[src/rtl/phase_chk_pkg.sv]
// Phase checker shared types and constants.
// Holds FSM state encoding, LFSR constants and saturation limit.
package phase_chk_pkg;

  typedef enum logic [2:0] {
    WAIT    = 3'd0,
    FIRST   = 3'd1,
    TRAIN   = 3'd2,
    ACQUIRE = 3'd3,
    LOCKED  = 3'd4
  } state_t;

  localparam logic [7:0]  LFSR_SEED = 8'hA5;
  // Taps 8,6,5,4 of a left-shifting Fibonacci LFSR.
  localparam logic [7:0]  LFSR_TAPS = 8'hB8;
  localparam logic [15:0] ERR_SAT   = 16'hFFFF;

  function automatic logic [7:0] lfsr_next(
    input logic [7:0] s
  );
    return {s[6:0], ^(s & LFSR_TAPS)};
  endfunction

endpackage

[src/rtl/phase_chk_axis_sink_if.sv]
// AXI-Stream phase word link between generator and checker.
// Master drives TVALID/TDATA, slave drives TREADY.
interface phase_chk_axis_sink_if #(
  parameter int W = 16
);

  logic         TVALID;
  logic [W-1:0] TDATA;
  logic         TREADY;

  modport master (
    output TVALID,
    output TDATA,
    input  TREADY
  );

  modport slave (
    input  TVALID,
    input  TDATA,
    output TREADY
  );

endinterface

[src/rtl/phase_delta_cmp.sv]
// Modulo phase delta and signed tolerance compare.
// Purely combinational; wrap through zero is not a mismatch.
module phase_delta_cmp #(
  parameter int W         = 16,
  parameter int TOLERANCE = 0
) (
  input  logic [W-1:0] data,
  input  logic [W-1:0] prev,
  input  logic [W-1:0] step,
  output logic [W-1:0] delta,
  output logic         match
);

  logic signed [W-1:0] diff;
  int                  diff_i;

  assign delta  = data - prev;
  assign diff   = delta - step;
  assign diff_i = int'(diff);
  assign match  = (diff_i >= -TOLERANCE) &&
                  (diff_i <= TOLERANCE);

endmodule

[src/rtl/phase_chk_axis_sink.sv]
// Phase-step lock checker on an AXI-Stream sink.
// Optional PHASE_CHK_BACKPRESSURE_EN adds LFSR-driven stalls.
module phase_chk_axis_sink
  import phase_chk_pkg::*;
#(
  parameter int C_S_AXIS_TDATA_WIDTH = 16,
  parameter int C_S_START_COUNT      = 32,
  parameter int LOCK_COUNT           = 8,
  parameter int MISS_LIMIT           = 4,
  parameter int TOLERANCE            = 0
) (
  input  logic        S_AXIS_ACLK,
  input  logic        S_AXIS_ARESET,
  phase_chk_axis_sink_if.slave S_AXIS,
  input  logic        clr_stats,
  output logic        locked,
  output logic [C_S_AXIS_TDATA_WIDTH-1:0] step_est,
  output logic [15:0] err_count,
  output logic [31:0] sample_count,
  output logic [2:0]  chk_state
);

  localparam int W   = C_S_AXIS_TDATA_WIDTH;
  localparam int WCW = $clog2(C_S_START_COUNT + 1);
  localparam int MCW = $clog2(LOCK_COUNT + 1);
  localparam int SCW = $clog2(MISS_LIMIT + 1);

  state_t         state_q, state_d;
  logic [WCW-1:0] wait_q, wait_d;
  logic [W-1:0]   prev_q, prev_d;
  logic [W-1:0]   step_q, step_d;
  logic [MCW-1:0] match_q, match_d, match_inc;
  logic [SCW-1:0] miss_q, miss_d, miss_inc;
  logic [15:0]    err_q, err_d;
  logic [31:0]    smp_q, smp_d;

  logic         active, ready, beat, match;
  logic [W-1:0] delta;

  assign active = state_q inside
    {FIRST, TRAIN, ACQUIRE, LOCKED};

`ifdef PHASE_CHK_BACKPRESSURE_EN
  logic [7:0] lfsr_q;

  // Pseudo-random stall source, frozen while waiting.
  always_ff @(posedge S_AXIS_ACLK or posedge S_AXIS_ARESET) begin
    if (S_AXIS_ARESET)
      lfsr_q <= LFSR_SEED;
    else if (state_q != WAIT)
      lfsr_q <= lfsr_next(lfsr_q);
  end

  assign ready = active && !lfsr_q[0];
`else
  assign ready = active;
`endif

  assign S_AXIS.TREADY = ready;
  assign beat = S_AXIS.TVALID && ready;

  phase_delta_cmp #(
    .W(W),
    .TOLERANCE(TOLERANCE)
  ) u_cmp (
    .data(S_AXIS.TDATA),
    .prev(prev_q),
    .step(step_q),
    .delta(delta),
    .match(match)
  );

  assign match_inc = match_q + 1'b1;
  assign miss_inc  = miss_q + 1'b1;

  // Next-state, step tracking and statistics.
  always_comb begin
    state_d = state_q;
    wait_d  = wait_q;
    prev_d  = prev_q;
    step_d  = step_q;
    match_d = match_q;
    miss_d  = miss_q;
    err_d   = err_q;
    smp_d   = smp_q;
    if (beat) begin
      prev_d = S_AXIS.TDATA;
      smp_d  = smp_q + 32'd1;
    end
    unique case (state_q)
      WAIT: begin
        wait_d = wait_q + 1'b1;
        if (wait_q == WCW'(C_S_START_COUNT - 1)) begin
          wait_d  = '0;
          state_d = FIRST;
        end
      end
      FIRST: begin
        if (beat) state_d = TRAIN;
      end
      TRAIN: begin
        if (beat) begin
          step_d  = delta;
          match_d = '0;
          state_d = ACQUIRE;
        end
      end
      ACQUIRE: begin
        if (beat && match) begin
          match_d = match_inc;
          if (match_inc == MCW'(LOCK_COUNT)) begin
            state_d = LOCKED;
            miss_d  = '0;
          end
        end else if (beat) begin
          step_d  = delta;
          match_d = '0;
        end
      end
      LOCKED: begin
        if (beat && match) begin
          miss_d = '0;
        end else if (beat) begin
          if (err_q != ERR_SAT) err_d = err_q + 16'd1;
          miss_d = miss_inc;
          if (miss_inc == SCW'(MISS_LIMIT)) begin
            state_d = ACQUIRE;
            step_d  = delta;
            match_d = '0;
          end
        end
      end
      default: begin
        state_d = WAIT;
        wait_d  = '0;
      end
    endcase
    if (clr_stats) begin
      err_d = '0;
      smp_d = '0;
    end
  end

  // Checker state and statistics registers.
  always_ff @(posedge S_AXIS_ACLK or posedge S_AXIS_ARESET) begin
    if (S_AXIS_ARESET) begin
      state_q <= WAIT;
      wait_q  <= '0;
      prev_q  <= '0;
      step_q  <= '0;
      match_q <= '0;
      miss_q  <= '0;
      err_q   <= '0;
      smp_q   <= '0;
    end else begin
      state_q <= state_d;
      wait_q  <= wait_d;
      prev_q  <= prev_d;
      step_q  <= step_d;
      match_q <= match_d;
      miss_q  <= miss_d;
      err_q   <= err_d;
      smp_q   <= smp_d;
    end
  end

  assign locked       = (state_q == LOCKED);
  assign step_est     = step_q;
  assign err_count    = err_q;
  assign sample_count = smp_q;
  assign chk_state    = state_q;

endmodule

[src/flat_wrapper.sv]
// flat-port wrapper written by rule: the top's interface ports become plain ports
module phase_chk_axis_sink_flat import phase_chk_pkg::*;
#(
  parameter int C_S_AXIS_TDATA_WIDTH = 16,
  parameter int C_S_START_COUNT      = 32,
  parameter int LOCK_COUNT           = 8,
  parameter int MISS_LIMIT           = 4,
  parameter int TOLERANCE            = 0
)
  (S_AXIS_ACLK, S_AXIS_ARESET, clr_stats, locked, step_est, err_count, sample_count, chk_state, S_AXIS_TVALID, S_AXIS_TDATA, S_AXIS_TREADY);
  phase_chk_axis_sink_if #(.W(16)) S_AXIS_i ();
  input  logic S_AXIS_ACLK;
  input  logic S_AXIS_ARESET;
  input  logic clr_stats;
  output logic locked;
  output logic [C_S_AXIS_TDATA_WIDTH-1:0] step_est;
  output logic [15:0] err_count;
  output logic [31:0] sample_count;
  output logic [2:0] chk_state;
  input wire logic [$bits(S_AXIS_i.TVALID)-1:0] S_AXIS_TVALID;
  input wire logic [$bits(S_AXIS_i.TDATA)-1:0] S_AXIS_TDATA;
  output wire logic [$bits(S_AXIS_i.TREADY)-1:0] S_AXIS_TREADY;
  assign S_AXIS_i.TVALID = S_AXIS_TVALID;
  assign S_AXIS_i.TDATA = S_AXIS_TDATA;
  assign S_AXIS_TREADY = S_AXIS_i.TREADY;
  phase_chk_axis_sink #(.C_S_AXIS_TDATA_WIDTH(C_S_AXIS_TDATA_WIDTH), .C_S_START_COUNT(C_S_START_COUNT), .LOCK_COUNT(LOCK_COUNT), .MISS_LIMIT(MISS_LIMIT), .TOLERANCE(TOLERANCE)) u_core (.S_AXIS_ACLK(S_AXIS_ACLK), .S_AXIS_ARESET(S_AXIS_ARESET), .S_AXIS(S_AXIS_i), .clr_stats(clr_stats), .locked(locked), .step_est(step_est), .err_count(err_count), .sample_count(sample_count), .chk_state(chk_state));
endmodule
[config.mk]
export PLATFORM = sky130hd
export DESIGN_NAME = phase_chk_axis_sink_flat
export DESIGN_NICKNAME = d
export VERILOG_FILES = /design/src/rtl/phase_chk_pkg.sv /design/src/rtl/phase_chk_axis_sink_if.sv /design/src/rtl/phase_delta_cmp.sv /design/src/rtl/phase_chk_axis_sink.sv /design/src/flat_wrapper.sv
export SDC_FILE = /design/constraint.sdc
export NUM_CORES = 1
export LEC_CHECK = 0
export CAP_MARGIN = 40
export CORE_ASPECT_RATIO = 2
export CORE_MARGIN = 10
export CORE_UTILIZATION = 24
export DETAILED_ROUTE_END_ITERATION = 16
export GPL_TIMING_DRIVEN = 0
export PLACE_DENSITY = 0.51
export SLEW_MARGIN = 20
export SYNTH_ARGS = -nofsm -noshare
export SYNTH_HDL_FRONTEND = slang
export SYNTH_HIERARCHICAL = 1
export SYNTH_SLANG_ARGS = --single-unit
[constraint.sdc]
create_clock -name S_AXIS_ACLK -period 6.2 [get_ports S_AXIS_ACLK]
set_input_delay 1.86 -clock S_AXIS_ACLK [delete_from_list [all_inputs] [get_ports S_AXIS_ACLK]]
set_output_delay 1.86 -clock S_AXIS_ACLK [all_outputs]
set_load 0.1 [all_outputs]
==> results.toml <==
[clock_tree]
cts_buffer_depth = 2
insertion_delay_ns = 0.38
holdBufCountCts = 0
clkTransAtPathRegs_ns = 0.07
cts-root-buf = "clkbuf_16"
cts_max_level = 3
cts_buffers = 9
cts_sinks = 96
cts_tree = "yes"

[finish]
final_util_pct = 38.2
drive_gt1_share_pct = 25.1
areaGrowthSynthToFinish_pct = 57.4
regArea_um2 = 2400
n_antenna_cell = 0
final_nets = 936
instances_no_fill = 1231
multi_input_area_um2 = 4210
nFillCells = 2622

[timing]
period_share_pct = 114
slew_headroom_pct = 57.9
rsz0062_at_grt = "yes"
fmax_mhz = 142
fin_crit_ns = 7.05
fin_setup_tns_ns = -29.75
final_max_slew_viol_count = 0
finClkSkew_ns = 0.00784
tightest_slew_ns = 0.632
setup_slack_ns = -0.850
finalSetupViolations = 42
final_hold_viol_count = 0

[placement]
dp.cells = 1192
gp_congestion = 0.874
hpwlAfterDp_um = 15600
pre_cts_slack_ns = -2.18
io_buffer_count = 88

[floorplanning]
dieArea_um2 = 34600
boundaryPins = 89
rows = 85
die_x_um = 137
core_area_um2 = 26900
die_h_um = 253
initial_core_util_pct = 24.3

[grt]
grt_start_max_net_pins = 55
antenna_found_initial = 0
grt_pass1_vias = 6130
grt_pass1_wl_um = 32900
grt_usage_pct = 12.2
gr-total-overflow = 0

[route]
dr.pass1.iters = 5
wl_um = 20300
vias = 5770
drcViolationCount = 0
ant_nets = 0
wl_per_cell_um = 16.5
first_iter_violations = 327
viasPerCell = 4.69

[setup_path]
critical-path-top-delay-family = "compound AO/OA/AOI/OAI gates"
r2r_setup_slack_ns = 0.48
cp_num_buf_inv = 4
critPathRequiredTime_ns = 6.46
critical_path_class = "in -> reg"
crit_slowest_cell = "or3_1"
max_stage_delay_ns = 0.43
cp_max_fo = 6
cp.arrival_ns = 7.31
crit_path_end_kind = "flip-flop"
crit_path_frequent_cell = "a21oi_2"
worstSetupStartpointType = "primary input"

[power_and_ir_drop]
peakVddDrop_uv = 118
p_per_area_nw_per_um2 = 305
p_leak_nw = 4.19
p_total_w = 0.00313

[flow_run]
drv_cap = 0

[status]
violations = "setup timing"
status = "complete, but fails checks"

[synth]
syn-num-nets = 744
synth_edf_count = 0
seq_area_frac_synth_pct = 36.8
yosys_warnings = 6
synthCells = 686
synth_ff_type = "dfrtp_1"
synth_area_um2 = 6530
yosysUniqueCellTypes = 74
avgSynthCellArea_um2 = 9.51
ys_ff_latch = 96
async_reset_ff_share_pct = 100

[hold_path]
hold_path_class = "reg -> reg"
cell usage in the layout (no fill, tap or decap), types with 16 or more instances in the layout:
master,Yosys,final
inv_1,49,45
nand2_1,40,37
and3_1,16,16
a21oi_1,33,27
buf_4,2,17
clkdlybuf4s50_1,0,85
dfrtp_1,96,96
mux2_1,23,17
buf_8,0,39
xnor2_1,43,41
nand3_1,20,19
nor3_1,23,17
buf_16,0,34
mux2_4,11,17
ha_1,36,30
o21ai_0,31,29
nor2_1,61,59
worst reg2reg max path, delay by kind of cell, from the launching register on:
kind | cells | cell delay [ns]
AND/OR/NAND/NOR | 6 | 1.09
buffers and inverters | 5 | 0.46
flip-flops | 1 | 0.39
XOR/XNOR | 1 | 0.13
adder cells (fa/ha/maj) | 3 | 0.82
multiplexers | 1 | 0.30
AO/OA/AOI/OAI | 12 | 2.44
worst paths after layout:
kind	from	depth (start not counted)	to
min reg2reg	u_core/prev_q[1]	1	u_core/prev_q[1]
min in group asynchronous	S_AXIS_ARESET	2	u_core/sample_count[16]
max in group asynchronous	S_AXIS_ARESET	3	u_core/prev_q[2]
min	u_core/prev_q[1]	1	u_core/prev_q[1]
max	S_AXIS_TDATA[5]	25	u_core/step_est[15]
max reg2reg	u_core/prev_q[0]	28	u_core/step_est[15]
metrics by stage:
stage | hold WS, ns | instance area (µm²)
finish | 0.485 | 10300
global route | 0.507 | 10300
CTS | 0.490 | 10000
detailed placement | 0.475 | 9420
global placement | 0.467 | 7960
floorplan | 0.458 | 6640
cells in the mapped netlist (6+ instances only):
master    count  share of area, %
xor2_1       11               1.5
and3_1       16               1.5
nor4_2        6               1.2
mux2i_1       7               1.1
nor4_1        6              0.58
clkbuf_1     10              0.58
xnor2_1      43               5.8
buf_2         6              0.46
mux2_4       11               2.5
inv_1        49               2.8
nand2b_1      8              0.77
o22ai_1       7              0.67
and4_1       10               1.3
nand4_1      10              0.96
ha_1         36               6.9
nand2_1      40               2.3
o21ai_0      31               2.4
nand3_1      20               1.5
nor2_1       61               3.5
or3_1        11               1.1
mux2_1       23               4.0
a21oi_1      33               2.5
and2_1        6              0.58
nor3_1       23               1.8
dfrtp_1      96                37
nor2b_1      11               1.1
routing by layer:
layer  track usage, %  up-vias  share of wire, %
met3             2.96       33               3.9
li1                 -     2838                 -
met1             11.3     2816                34
met2             24.0       83                59
met4             5.38        0               2.6
met5                0        -                 0
power by group:
| group | switching, W | internal (W) | total [W] | leakage [nW] |
|---|---|---|---|---|
| clock | 0.000276 | 0.000285 | 0.000560 | 0.135 |
| sequential | 0.0000487 | 0.000684 | 0.000733 | 1.25 |
| combinational | 0.00104 | 0.000792 | 0.00184 | 2.80 |
| total | 0.00137 | 0.00176 | 0.00313 | 4.19 |
sequential cells by signal, indices dropped and copies added (netlist names):
signal,cells
u_core/sample_count,32
u_core/prev_q,16
u_core/chk_state,3
u_core/miss_q,3
u_core/wait_q,6
u_core/match_q,4
u_core/step_est,16
u_core/err_count,16
area by class of cell:
type,count,share of cell area (%)
flip-flops and latches,96,23.4
multi-input cells,519,41.0
repair buffers,182,25.3
clock buffers,10,2.33
clock inverters,6,0.414
well taps,348,4.24
inverters,50,2.02
plain buffers,20,1.26
repair_timing:
action,4_1_cts,5_1_grt
hold endpoints to repair,0,0
setup buffers,10,13
endpoints found under the setup margin,42,42
pin swaps,26,46
gates resized for setup,42,38
gates cloned,2,0
kinds of logic after synthesis:
| group | after synthesis | synth area share [%] |
|---|---|---|
| multiplexers | 41 | 7.57 |
| XOR/XNOR | 55 | 7.59 |
| AO/OA/AOI/OAI | 127 | 12.9 |
| adder cells (fa/ha/maj) | 38 | 7.52 |
| buffers and inverters | 71 | 4.54 |
| flip-flops | 96 | 36.8 |
| AND/OR/NAND/NOR | 258 | 23.1 |
Note: power is estimated with default switching activity, not from simulation.
